===== config.mk =====
export PLATFORM = sky130hd
export DESIGN_NAME = cp0_exc_ctrl
export DESIGN_NICKNAME = d
export VERILOG_FILES = /design/src/rtl/cp0_exc_ctrl_pkg.sv /design/src/rtl/cp0_exc_ctrl_timer.sv /design/src/rtl/cp0_exc_ctrl.sv
export SDC_FILE = /design/constraint.sdc
export NUM_CORES = 1
export LEC_CHECK = 0
export CORE_MARGIN = 3
export CORE_UTILIZATION = 30
export CTS_CLUSTER_SIZE = 8
export DETAILED_ROUTE_END_ITERATION = 6
export PLACE_DENSITY = 0.55
export SLEW_MARGIN = 20
export SYNTH_ARGS = -nofsm -noshare
export SYNTH_HDL_FRONTEND = slang
export SYNTH_SLANG_ARGS = --single-unit

===== constraint.sdc =====
create_clock -name i_clk -period 3.5 [get_ports i_clk]
set_clock_uncertainty 0.1 [all_clocks]
set_input_delay 0.7 -clock i_clk [delete_from_list [all_inputs] [get_ports i_clk]]
set_output_delay 0.7 -clock i_clk [all_outputs]
set_load 0.02 [all_outputs]

===== src/rtl/cp0_exc_ctrl_pkg.sv =====
// Shared CP0 definitions: cause codes, register numbers, Status/Cause bit positions.
// Also provides the Status/Cause read-formatting helpers used by the top.
package cp0_exc_ctrl_pkg;

    localparam logic [4:0] EXC_CAUSE_INT  = 5'h00;
    localparam logic [4:0] EXC_CAUSE_ADEL = 5'h04;
    localparam logic [4:0] EXC_CAUSE_ADES = 5'h05;
    localparam logic [4:0] EXC_CAUSE_SYS  = 5'h08;
    localparam logic [4:0] EXC_CAUSE_BP   = 5'h09;
    localparam logic [4:0] EXC_CAUSE_RI   = 5'h0A;
    localparam logic [4:0] EXC_CAUSE_OV   = 5'h0C;
    localparam logic [4:0] EXC_CAUSE_NOP  = 5'h1F;

    localparam logic [4:0] CP0_BADVADDR = 5'd8;
    localparam logic [4:0] CP0_COUNT    = 5'd9;
    localparam logic [4:0] CP0_COMPARE  = 5'd11;
    localparam logic [4:0] CP0_STATUS   = 5'd12;
    localparam logic [4:0] CP0_CAUSE    = 5'd13;
    localparam logic [4:0] CP0_EPC      = 5'd14;

    localparam int unsigned ST_IE     = 0;
    localparam int unsigned ST_EXL    = 1;
    localparam int unsigned ST_IM_LO  = 8;
    localparam int unsigned CA_EXC_LO = 2;
    localparam int unsigned CA_IP_LO  = 8;
    localparam int unsigned CA_BD     = 31;

    typedef struct packed {
        logic [7:0] im;
        logic       exl;
        logic       ie;
    } status_t;

    typedef struct packed {
        logic       bd;
        logic [5:0] ip_hw;
        logic [1:0] ip_sw;
        logic [4:0] exc;
    } cause_t;

    function automatic logic [31:0] status_rd(input status_t s);
        logic [31:0] r;
        r                  = '0;
        r[ST_IM_LO +: 8]   = s.im;
        r[ST_EXL]          = s.exl;
        r[ST_IE]           = s.ie;
        return r;
    endfunction

    function automatic logic [31:0] cause_rd(input cause_t c);
        logic [31:0] r;
        r                  = '0;
        r[CA_BD]           = c.bd;
        r[CA_IP_LO +: 8]   = {c.ip_hw, c.ip_sw};
        r[CA_EXC_LO +: 5]  = c.exc;
        return r;
    endfunction

endpackage


===== src/rtl/cp0_exc_ctrl_timer.sv =====
// cp0_timer: Count/Compare with divide-by-2 prescale and sticky timer interrupt.
// Compiled only when CP0_TIMER_EN is defined.
`ifdef CP0_TIMER_EN
module cp0_timer (
    input  logic        i_clk,
    input  logic        i_rst_n,
    input  logic        i_we_count,
    input  logic        i_we_compare,
    input  logic [31:0] i_wdata,
    output logic [31:0] o_count,
    output logic [31:0] o_compare,
    output logic        o_timer_int
);

    logic [31:0] r_count;
    logic [31:0] r_compare;
    logic        r_toggle;
    logic        r_timer_int;

    always_ff @(posedge i_clk or negedge i_rst_n) begin
        if (!i_rst_n) begin
            r_count     <= '0;
            r_compare   <= '0;
            r_toggle    <= 1'b0;
            r_timer_int <= 1'b0;
        end else begin
            // A software Count write overrides the pending increment and restarts the prescaler
            if (i_we_count) begin
                r_count  <= i_wdata;
                r_toggle <= 1'b0;
            end else begin
                r_toggle <= ~r_toggle;
                if (r_toggle) r_count <= r_count + 32'd1;
            end
            if (i_we_compare) begin
                r_compare   <= i_wdata;
                r_timer_int <= 1'b0;
            end else if (r_count == r_compare) begin
                r_timer_int <= 1'b1;
            end
        end
    end

    assign o_count     = r_count;
    assign o_compare   = r_compare;
    assign o_timer_int = r_timer_int;

endmodule
`endif


===== src/rtl/cp0_exc_ctrl.sv =====
// CP0 exception controller: sync-exception/interrupt arbitration, EPC/Status/Cause/BadVAddr.
// Define CP0_TIMER_EN to add the Count/Compare timer (cp0_timer) on IP[7].
module cp0_exc_ctrl
    import cp0_exc_ctrl_pkg::*;
(
    input  logic        i_clk,
    input  logic        i_rst_n,
    input  logic        i_MEM_valid,
    input  logic [31:0] i_MEM_pc,
    input  logic        i_MEM_in_delay_slot,
    input  logic [4:0]  i_MEM_exception_cause,
    input  logic [31:0] i_MEM_bad_vaddr,
    input  logic        i_MEM_is_eret,
    input  logic        i_MEM_cp0_we,
    input  logic [4:0]  i_MEM_cp0_addr,
    input  logic [31:0] i_MEM_cp0_wdata,
    input  logic [5:0]  i_hw_int,
    output logic        o_answer_exc,
    output logic [4:0]  o_exception_cause,
    output logic [31:0] o_epc_value,
    output logic [31:0] o_cp0_rdata,
    output logic        o_timer_int
);

    status_t     r_status;
    cause_t      r_cause;
    logic [31:0] r_epc;
    logic [31:0] r_badvaddr;

    logic        w_sync_exc;
    logic        w_int_pend;
    logic        w_answer;
    logic        w_eret;
    logic        w_mtc0;
    logic        w_timer_int;
    logic [4:0]  w_rec_code;

    assign w_sync_exc = i_MEM_valid && (i_MEM_exception_cause != EXC_CAUSE_NOP);
    assign w_int_pend = r_status.ie && !r_status.exl &&
                        (|({r_cause.ip_hw, r_cause.ip_sw} & r_status.im));
    assign w_answer   = i_MEM_valid && (w_sync_exc || w_int_pend);
    assign w_eret     = i_MEM_valid && !w_answer && i_MEM_is_eret;
    assign w_mtc0     = i_MEM_valid && !w_answer && !i_MEM_is_eret && i_MEM_cp0_we;
    assign w_rec_code = w_sync_exc ? i_MEM_exception_cause : EXC_CAUSE_INT;

`ifdef CP0_TIMER_EN
    logic [31:0] w_count;
    logic [31:0] w_compare;

    cp0_timer u_timer (
        .i_clk        (i_clk),
        .i_rst_n      (i_rst_n),
        .i_we_count   (w_mtc0 && (i_MEM_cp0_addr == CP0_COUNT)),
        .i_we_compare (w_mtc0 && (i_MEM_cp0_addr == CP0_COMPARE)),
        .i_wdata      (i_MEM_cp0_wdata),
        .o_count      (w_count),
        .o_compare    (w_compare),
        .o_timer_int  (w_timer_int)
    );
`else
    assign w_timer_int = 1'b0;
`endif

    always_ff @(posedge i_clk or negedge i_rst_n) begin
        if (!i_rst_n) begin
            r_status   <= '0;
            r_cause    <= '0;
            r_epc      <= '0;
            r_badvaddr <= '0;
        end else begin
            r_cause.ip_hw <= {i_hw_int[5] | w_timer_int, i_hw_int[4:0]};
            if (w_answer) begin
                r_cause.exc  <= w_rec_code;
                r_status.exl <= 1'b1;
                // A nested exception keeps the original return point
                if (!r_status.exl) begin
                    r_epc      <= i_MEM_in_delay_slot ? (i_MEM_pc - 32'd4) : i_MEM_pc;
                    r_cause.bd <= i_MEM_in_delay_slot;
                end
                if (w_sync_exc && (i_MEM_exception_cause == EXC_CAUSE_ADEL ||
                                   i_MEM_exception_cause == EXC_CAUSE_ADES))
                    r_badvaddr <= i_MEM_bad_vaddr;
            end else if (w_eret) begin
                r_status.exl <= 1'b0;
            end else if (w_mtc0) begin
                case (i_MEM_cp0_addr)
                    CP0_STATUS: begin
                        r_status.im  <= i_MEM_cp0_wdata[ST_IM_LO +: 8];
                        r_status.exl <= i_MEM_cp0_wdata[ST_EXL];
                        r_status.ie  <= i_MEM_cp0_wdata[ST_IE];
                    end
                    CP0_CAUSE: r_cause.ip_sw <= i_MEM_cp0_wdata[CA_IP_LO +: 2];
                    CP0_EPC:   r_epc         <= i_MEM_cp0_wdata;
                    default: ;
                endcase
            end
        end
    end

    always_comb begin
        o_cp0_rdata = '0;
        case (i_MEM_cp0_addr)
            CP0_BADVADDR: o_cp0_rdata = r_badvaddr;
            CP0_STATUS:   o_cp0_rdata = status_rd(r_status);
            CP0_CAUSE:    o_cp0_rdata = cause_rd(r_cause);
            CP0_EPC:      o_cp0_rdata = r_epc;
`ifdef CP0_TIMER_EN
            CP0_COUNT:    o_cp0_rdata = w_count;
            CP0_COMPARE:  o_cp0_rdata = w_compare;
`endif
            default: ;
        endcase
    end

    assign o_answer_exc      = w_answer;
    assign o_exception_cause = w_sync_exc ? i_MEM_exception_cause : EXC_CAUSE_NOP;
    assign o_epc_value       = r_epc;
    assign o_timer_int       = w_timer_int;

endmodule


After elaboration in Yosys (flattened, before gate mapping)
Cells that the tools add are included.
{"block": "word_totals", "reg_bits": 88, "in_bits": 118, "out_inout_bits": 71, "elab_cells": 61}
{"block": "classes", "n_addsub": 1, "eq_ne": 9, "mux": 13, "bitwise_logic": 4, "reduce_logical": 25}
{"operator": "$mux 32", "n": 6}
{"operator": "$pmux 32 s4", "n": 1}
{"operator": "$sub 32x3->32 const B", "n": 1}
{"operator": "$eq 5x4->1 const B", "n": 4}
{"operator": "$reduce_and 4->1", "n": 3}
{"operator": "$eq 5x3->1 const B", "n": 2}
{"operator": "$mux 5", "n": 2}
{"operator": "$logic_and 1x1->1", "n": 9}
{"operator": "$and 8x8->8", "n": 1}
{"operator": "$reduce_or 8->1", "n": 1}
{"operator": "$reduce_and 2->1", "n": 3}
{"operator": "$reduce_bool 3->1", "n": 2}
{"operator": "$ne 5x5->1 const B", "n": 1}
{"operator": "$mux 2", "n": 2}
{"operator": "$ne 2x2->1 const B", "n": 2}
{"operator": "$reduce_bool 2->1", "n": 2}
{"operator": "$logic_not 1->1", "n": 3}
{"operator": "$not 1->1", "n": 3}
{"operator": "$logic_or 1x1->1", "n": 2}
{"operator": "$mux 1", "n": 2}

Logic depth before layout (Yosys ltp)
Gate-level depths: netlist of run 1.
{"block": "depth", "depth_word": 12, "mapped_depth": 9, "mapped_depth_nobuf": 8}

Least setup slack after synthesis of run 1
Ideal clock, no wire load.
{"block": "synth_path", "path_type": "input to output", "start": "input port i_MEM_valid", "end": "output port o_answer_exc", "arrival_ns": 1.977, "t_required_ns": 2.700, "setup_slack_ns": 0.723, "stages": 8, "path_buffers": 4, "cell_sequence": "buf_1 o21a_1 buf_2 or2_1 buf_6 buf_4 nand2_1 inv_1"}
{"block": "synth_via", "elab_chain_cells": 3}
{"element": "start: declaration", "line": "cp0_exc_ctrl.sv:8", "rtl": "input logic i_MEM_valid,"}
{"element": "$logic_and 1x1->1", "line": "cp0_exc_ctrl.sv:38", "rtl": "assign w_sync_exc = i_MEM_valid && (i_MEM_exception_cause != EXC_CAUSE_NOP);"}
{"element": "$logic_or 1x1->1", "line": "cp0_exc_ctrl.sv:41", "rtl": "assign w_answer = i_MEM_valid && (w_sync_exc || w_int_pend);"}
{"element": "$logic_and 1x1->1 (*)", "line": "cp0_exc_ctrl.sv:41"}
{"element": "end: declaration", "line": "cp0_exc_ctrl.sv:18", "rtl": "output logic o_answer_exc,"}
Mark *: on every way between the ends. The rest lies on a longest branch, timed or not.

Worst setup path in the final report of run 1
{"block": "layout_path", "start": "input port i_MEM_cp0_addr[4]", "end": "output port o_cp0_rdata[23]"}
{"block": "layout_via", "elab_chain_cells": 2, "elab_cells_between_ends": 5, "classes_between": "4 x eq/ne; 1 x mux"}
{"element": "start: declaration", "line": "cp0_exc_ctrl.sv:15", "rtl": "input logic [4:0] i_MEM_cp0_addr,"}
{"element": "$eq 5x4->1", "line": "cp0_exc_ctrl.sv:102", "rtl": "case (i_MEM_cp0_addr)"}
{"element": "$pmux 32 s4 (*)", "line": "cp0_exc_ctrl.sv:102"}
{"element": "end: declaration", "line": "cp0_exc_ctrl.sv:21", "rtl": "output logic [31:0] o_cp0_rdata,"}
Marks and branches as above.

==> results.yml, run 1 <==
outcome:
  status: "complete, no violations"
floorplan:
  die_h_um: 134
  start_util_pct: 30.8
  io_pins: 189
  num_rows: 46
  core_area_mm2: 0.0159
  dieArea_mm2: 0.0179
  die_w_um: 134
cts:
  clock_sink_count: 88
  htreeDepth: 3
  cts_buffer_depth: 2
  clkTransAtPathRegs_ns: 0.06
  postCtsHoldBufs: 0
  cts_tree: "done"
  clockRootBuffer: "clkbuf_16"
  worst_skew_pair.late_latency_ns: 0.34
  cts_inserted_buffers: 9
grt:
  grt_pass1_vias: 4446
  antenna_found_initial: 0
  grt_overflow_total: 0
  grt_max_degree: 58
  grt_usage_pct: 17.7
  grt_pass1_wl_um: 24700
yosys:
  synth_ff_type: "dfrtp_1"
  synth_nets: 563
  synthAdderAreaFrac_pct: 0.255
  yosysUniqueCellTypes: 52
  seq_area_frac_synth_pct: 44.8
  syn_area_mm2: 0.00491
  synth_top_family_by_area: "multiplexers"
  synth_compound_area_share_pct: 13.7
  synthSimpleGateAreaFrac_pct: 15.2
  synth_xor_xnor_area_share_pct: 4.99
  syn_area_per_cell_um2: 11.1
  synthCells: 444
  ys_ff_latch: 88
  synth_async_sr_flop_share_pct: 100
  yosysWarnings: 0
  muxShareOfSynthArea_pct: 16.5
  synth_edf_count: 0
sta:
  worstMarginPinSlew_ns: 0.739
  post-route-period-util_pct: 97.2
  min_period_ns: 3.40
  final_hold_viol_count: 0
  timing.final.max_slew_violations: 0
  setup_viol: 0
  fmax_mhz: 294
  maxSlewHeadroom_pct: 50.7
  rsz0062_at_grt: "false"
worst_setup_path:
  crit_chain: "clkdlybuf4s50_1 -> nand3b_1 -> nor3b_4 -> buf_6 -> a22o_1 -> clkdlybuf4s50_1"
  critPathTopFamily: "buffers and inverters"
  critical_path_arrival_ns: 2.60
  critPathMaxFanout: 12
  cpMaxStageDelayCell: "clkdlybuf4s50_1"
  crit_path_frequent_cell: "clkdlybuf4s50_1"
  path_class: "in -> out"
  end_kind: "primary output"
  crit_buf_inv: 3
  cpPeakStageDelay_ns: 0.59
  cp-start-kind: "primary input"
  critPathRequiredTime_ns: 2.70
route:
  first_pass_iters: 5
  drt_iter0_drc: 282
  via_per_inst: 4.79
  wl_per_cell_um: 18.5
  antenna_left: 0
  wirelength_um: 15900
  num_vias: 4116
  drc: 0
pwr:
  seqPwrFrac_pct: 40.6
  vdd_drop_max_mv: 0.281
  internal-power_mw: 2.40
  p_sw_share_pct: 27.7
  comb_power_share_pct: 24.2
  power_switching_uw: 919
  p_clk_share_pct: 35.2
  p_per_area_mw_per_mm2: 438
  cellLeakagePower_nw: 3.74
placed_design:
  dp_hpwl_um: 12100
  gp_congestion: 0.762
  portBuffers: 187
  placed_area_mm2: 0.00708
layout:
  area_growth_pct: 54.4
  design_area_mm2: 0.00758
  n_antenna_cell: 0
  drive_above_1_share_pct: 15.5
  fin_util_pct: 47.6
  layout.nets: 758
job:
  cap_violations: 0
worst_hold_path:
  hold_path.class: "in -> async"
## cells in the mapped netlist (12+ instances only)
library cell	n	share of area, %
xor2_1	18	3.2
o21ai_1	16	1.6
mux2_2	26	6.0
o21ai_0	20	2.0
dfrtp_1	88	45
mux2i_1	29	5.9
inv_1	12	0.92
a22oi_1	16	2.4
nand2_1	46	3.5
mux2_1	20	4.6
a22o_1	23	4.1
nor2_1	12	0.92
## cell type report
| cell class | instances | area, um2 |
|---|---|---|
| Fill cell | 1501 | 8360 |
| Multi-Input combinational cell | 316 | 2530 |
| Sequential cell | 88 | 2200 |
| Timing Repair Buffer | 212 | 2170 |
| Tap cell | 216 | 270 |
| Clock buffer | 12 | 267 |
| Clock inverter | 4 | 98.8 |
| Inverter | 12 | 45.0 |
## worst paths after layout
path	start	endpoint	slack [ns]	depth (start not counted)
setup / recovery	i_MEM_cp0_addr[4]	o_cp0_rdata[23]	0.1	6
hold / removal	i_rst_n	r_status[7]	0.33	1
setup reg to reg	r_status[7]	o_epc_value[3]	0.87	7
hold reg to reg	r_badvaddr[3]	r_badvaddr[3]	0.39	1
max in group asynchronous	i_rst_n	o_epc_value[15]	2.21	2
min in group i_clk	r_badvaddr[3]	r_badvaddr[3]	0.39	1
## metal layers
metal	vias to the layer above	GRT usage, %	wire length [um]
met5	-	0	0
met4	0	4.63	152
met3	11	5.48	1190
met2	128	29.8	7790
met1	1967	22.2	6750
li1	2010	-	-
## power by group through the flow
| stage | clock network, mW | logic [mW] | registers (mW) |
|---|---|---|---|
| floorplan | 0 | 0.281 | 1.42 |
| global placement | 0 | 0.804 | 1.36 |
| detailed placement | 0 | 0.813 | 1.36 |
| CTS | 1.20 | 0.817 | 1.35 |
| global route | 1.25 | 0.870 | 1.37 |
| finish | 1.17 | 0.804 | 1.35 |
## stage by stage
stage	setup WS, ns	power (mW)	TNS [ns]	hold WS (ns)	instances
6_report	0.0966	3.32	0	0.331	860
5_1_grt	0.0105	3.49	0	0.383	860
4_1_cts	0.00723	3.37	0	0.346	856
3_5_place_dp	-0.00127	2.18	-0.00153	0.375	840
3_3_place_gp	0.000308	2.17	0	0.370	840
2_1_floorplan	0.723	1.70	0	0.304	444
## cell usage in the layout, fill, tap and decap left out, drive strengths merged, types with 2 or more instances in the layout
cell	synthesis	layout
o21ai	39	39
bufinv	0	3
nand2b	7	7
a21oi	2	2
nor3	13	13
or4	2	2
or3	3	3
dfrtp	88	88
buf	15	26
a22o	23	23
nand3b	2	2
a222oi	8	8
nor4	12	12
clkdlybuf4s50	0	155
xnor2	10	10
mux2	46	46
nand3	7	7
a22oi	16	16
inv	12	12
or2	5	5
xor2	18	18
nor3b	2	2
nor2	12	12
mux2i	29	29
clkbuf	13	12
dlymetal6s2s	0	31
a221oi	2	2
nand2	46	46
## logic make-up (layout without fill, tap and decap cells)
kind of cell | after synthesis | in the layout
multiplexers | 75 | 75
other | 1 | 1
AND/OR/NAND/NOR | 118 | 118
buffers and inverters | 40 | 240
flip-flops | 88 | 88
AO/OA/AOI/OAI | 93 | 93
adder cells (fa/ha/maj) | 1 | 1
XOR/XNOR | 28 | 28
## registers in the layout, indices dropped and copies added (netlist names)
signal	count
r_cause	14
r_status	10
r_badvaddr	32
o_epc_value	32
## repair_timing
item                                    CTS  global route
pin swaps                                 1             0
resized for setup                         1            35
buffers inserted                          0             4
endpoints found under the setup margin   10            32
cloned                                    0             0
(Power assumes the default switching activity.)
==> run 2, diff against run 1 <==
--- a/config.mk
+++ b/config.mk
@@ -5,11 +5,13 @@
 export SDC_FILE = /design/constraint.sdc
 export NUM_CORES = 1
 export LEC_CHECK = 0
+export CELL_PAD_IN_SITES_DETAIL_PLACEMENT = 0
+export CELL_PAD_IN_SITES_GLOBAL_PLACEMENT = 1
 export CORE_MARGIN = 3
 export CORE_UTILIZATION = 30
 export CTS_CLUSTER_SIZE = 8
 export DETAILED_ROUTE_END_ITERATION = 6
-export PLACE_DENSITY = 0.55
+export PLACE_DENSITY = 0.71
 export SLEW_MARGIN = 20
 export SYNTH_ARGS = -nofsm -noshare
 export SYNTH_HDL_FRONTEND = slang
==> results.yml, run 2 (synthesis gave the netlist of run 1 again) <==
outcome:
  status: "complete, no violations"
cts:
  cts_buffer_depth: 2
  cts_tree: "done"
  worst_skew_pair.late_latency_ns: 0.34
  postCtsHoldBufs: 0
  cts_inserted_buffers: 9
  clock_sink_count: 88
  clkTransAtPathRegs_ns: 0.06
  clockRootBuffer: "clkbuf_16"
  postCtsSetupBuffers: 0
  htreeDepth: 3
worst_hold_path:
  hold_path.class: "in -> async"
pwr:
  internal-power_mw: 2.36
  seqPwrFrac_pct: 41.3
  cellLeakagePower_nw: 3.22
  comb_power_share_pct: 24.5
  p_per_area_mw_per_mm2: 441
  p_sw_share_pct: 27.9
  p_clk_share_pct: 34.2
  vdd_drop_max_mv: 0.209
  power_switching_uw: 910
layout:
  drive_above_1_share_pct: 14.3
  area_growth_pct: 50.8
  n_antenna_cell: 0
  final_cell_mix: "173 x clkdlybuf4s50_1, 88 x dfrtp_1, 46 x nand2_1"
  final_common_cell: "clkdlybuf4s50_1"
  fin_util_pct: 46.5
  layout.nets: 750
floorplan:
  start_util_pct: 30.8
  dieArea_mm2: 0.0179
  die_h_um: 134
  num_rows: 46
  core_area_mm2: 0.0159
  io_pins: 189
  die_w_um: 134
grt:
  gr-max-usage-layer: "met2"
  use_met3_pct: 5.06
  antenna_found_initial: 0
  grt_max_degree: 51
  grt_overflow_total: 0
  use_met1_pct: 21.5
  grt_pass1_wl_um: 24500
  grt_pass1_vias: 4470
  met2_usage_pct: 29.6
  grt_usage_pct: 17.4
sta:
  fmax_mhz: 288
  setup_viol: 0
  worstMarginPinSlew_ns: 0.613
  rsz0062_at_grt: "true"
  fin_ws_ns: 0.0266
  post-route-period-util_pct: 99.2
  timing.final.max_slew_violations: 0
  final_hold_viol_count: 0
  maxSlewHeadroom_pct: 59.2
  min_period_ns: 3.47
placed_design:
  gp_congestion: 0.776
  portBuffers: 187
  dp_hpwl_um: 11800
  pre_cts_ws_ns: 0.00413
worst_setup_path:
  path_class: "in -> out"
  cp-start-kind: "primary input"
  critical_path_arrival_ns: 2.67
  critPathMaxFanout: 33
  end_kind: "primary output"
  critPathRequiredTime_ns: 2.70
route:
  drt_iter0_drc: 170
  first_pass_iters: 5
  num_vias: 4196
  antenna_left: 0
  via_per_inst: 4.92
  drc: 0
  wirelength_um: 15700
  wl_per_cell_um: 18.4
job:
  cap_violations: 0
-- run 2: final timing paths --
path	from	endpoint	slack, ns	cells after the start
min in group i_clk	r_badvaddr[14]	r_badvaddr[14]	0.39	1
max in group asynchronous	i_rst_n	r_badvaddr[25]	2.39	2
max reg2reg	r_status[8]	o_epc_value[3]	0.85	7
min reg2reg	r_badvaddr[14]	r_badvaddr[14]	0.39	1
max	i_MEM_cp0_addr[2]	o_cp0_rdata[15]	0.03	7
min	i_rst_n	r_status[7]	0.24	1
-- run 2: power groups by stage --
stage	Sequential, mW	Clock, mW	Combinational [mW]
after detailed placement	1.37	0	0.812
after CTS	1.35	1.16	0.813
final	1.35	1.12	0.800
after global placement	1.36	0	0.802
after global routing	1.37	1.19	0.862
after floorplan	1.42	0	0.281
-- run 2: layout make-up --
type / instances / area, um2
fill: 1519 / 8540
multi-input combinational: 316 / 2510
sequential: 88 / 2200
timing repair buffer: 204 / 2030
tap: 216 / 270
clock buffer: 11 / 243
clock inverter: 5 / 104
inverter: 12 / 45.0
-- run 2: timing repair --
item                                   4_1_cts  5_1_grt
gates resized for setup                     11        3
setup endpoints to repair                   11       21
pin swaps                                    0        1
endpoints found under the hold margin        0        0
-- run 2: per-stage QoR --
stage	hold WS [ns]	setup TNS (ns)	instances	power, mW	cell area (um2)
2_1_floorplan	0.304	0	444	1.70	4910
3_3_place_gp	0.370	0	836	2.16	7060
3_5_place_dp	0.376	0	836	2.18	7060
4_1_cts	0.255	0	852	3.32	7400
5_1_grt	0.285	-1.19	852	3.43	7410
6_report	0.243	0	852	3.27	7410
-- run 2: critical path, cell delays in order --
cell and delay (ns):
clkdlybuf4s50_1 0.50, nand3b_1 0.15, nor3b_2 0.25, clkbuf_16 0.27
a22oi_1 0.10, nand2_1 0.08, clkdlybuf4s50_1 0.60
-- run 2: layer usage --
metal,wire length (um),vias to the layer above
met3,1240,14
met1,6440,2050
met2,7790,139
met5,0,-
met4,192,0
li1,-,1993
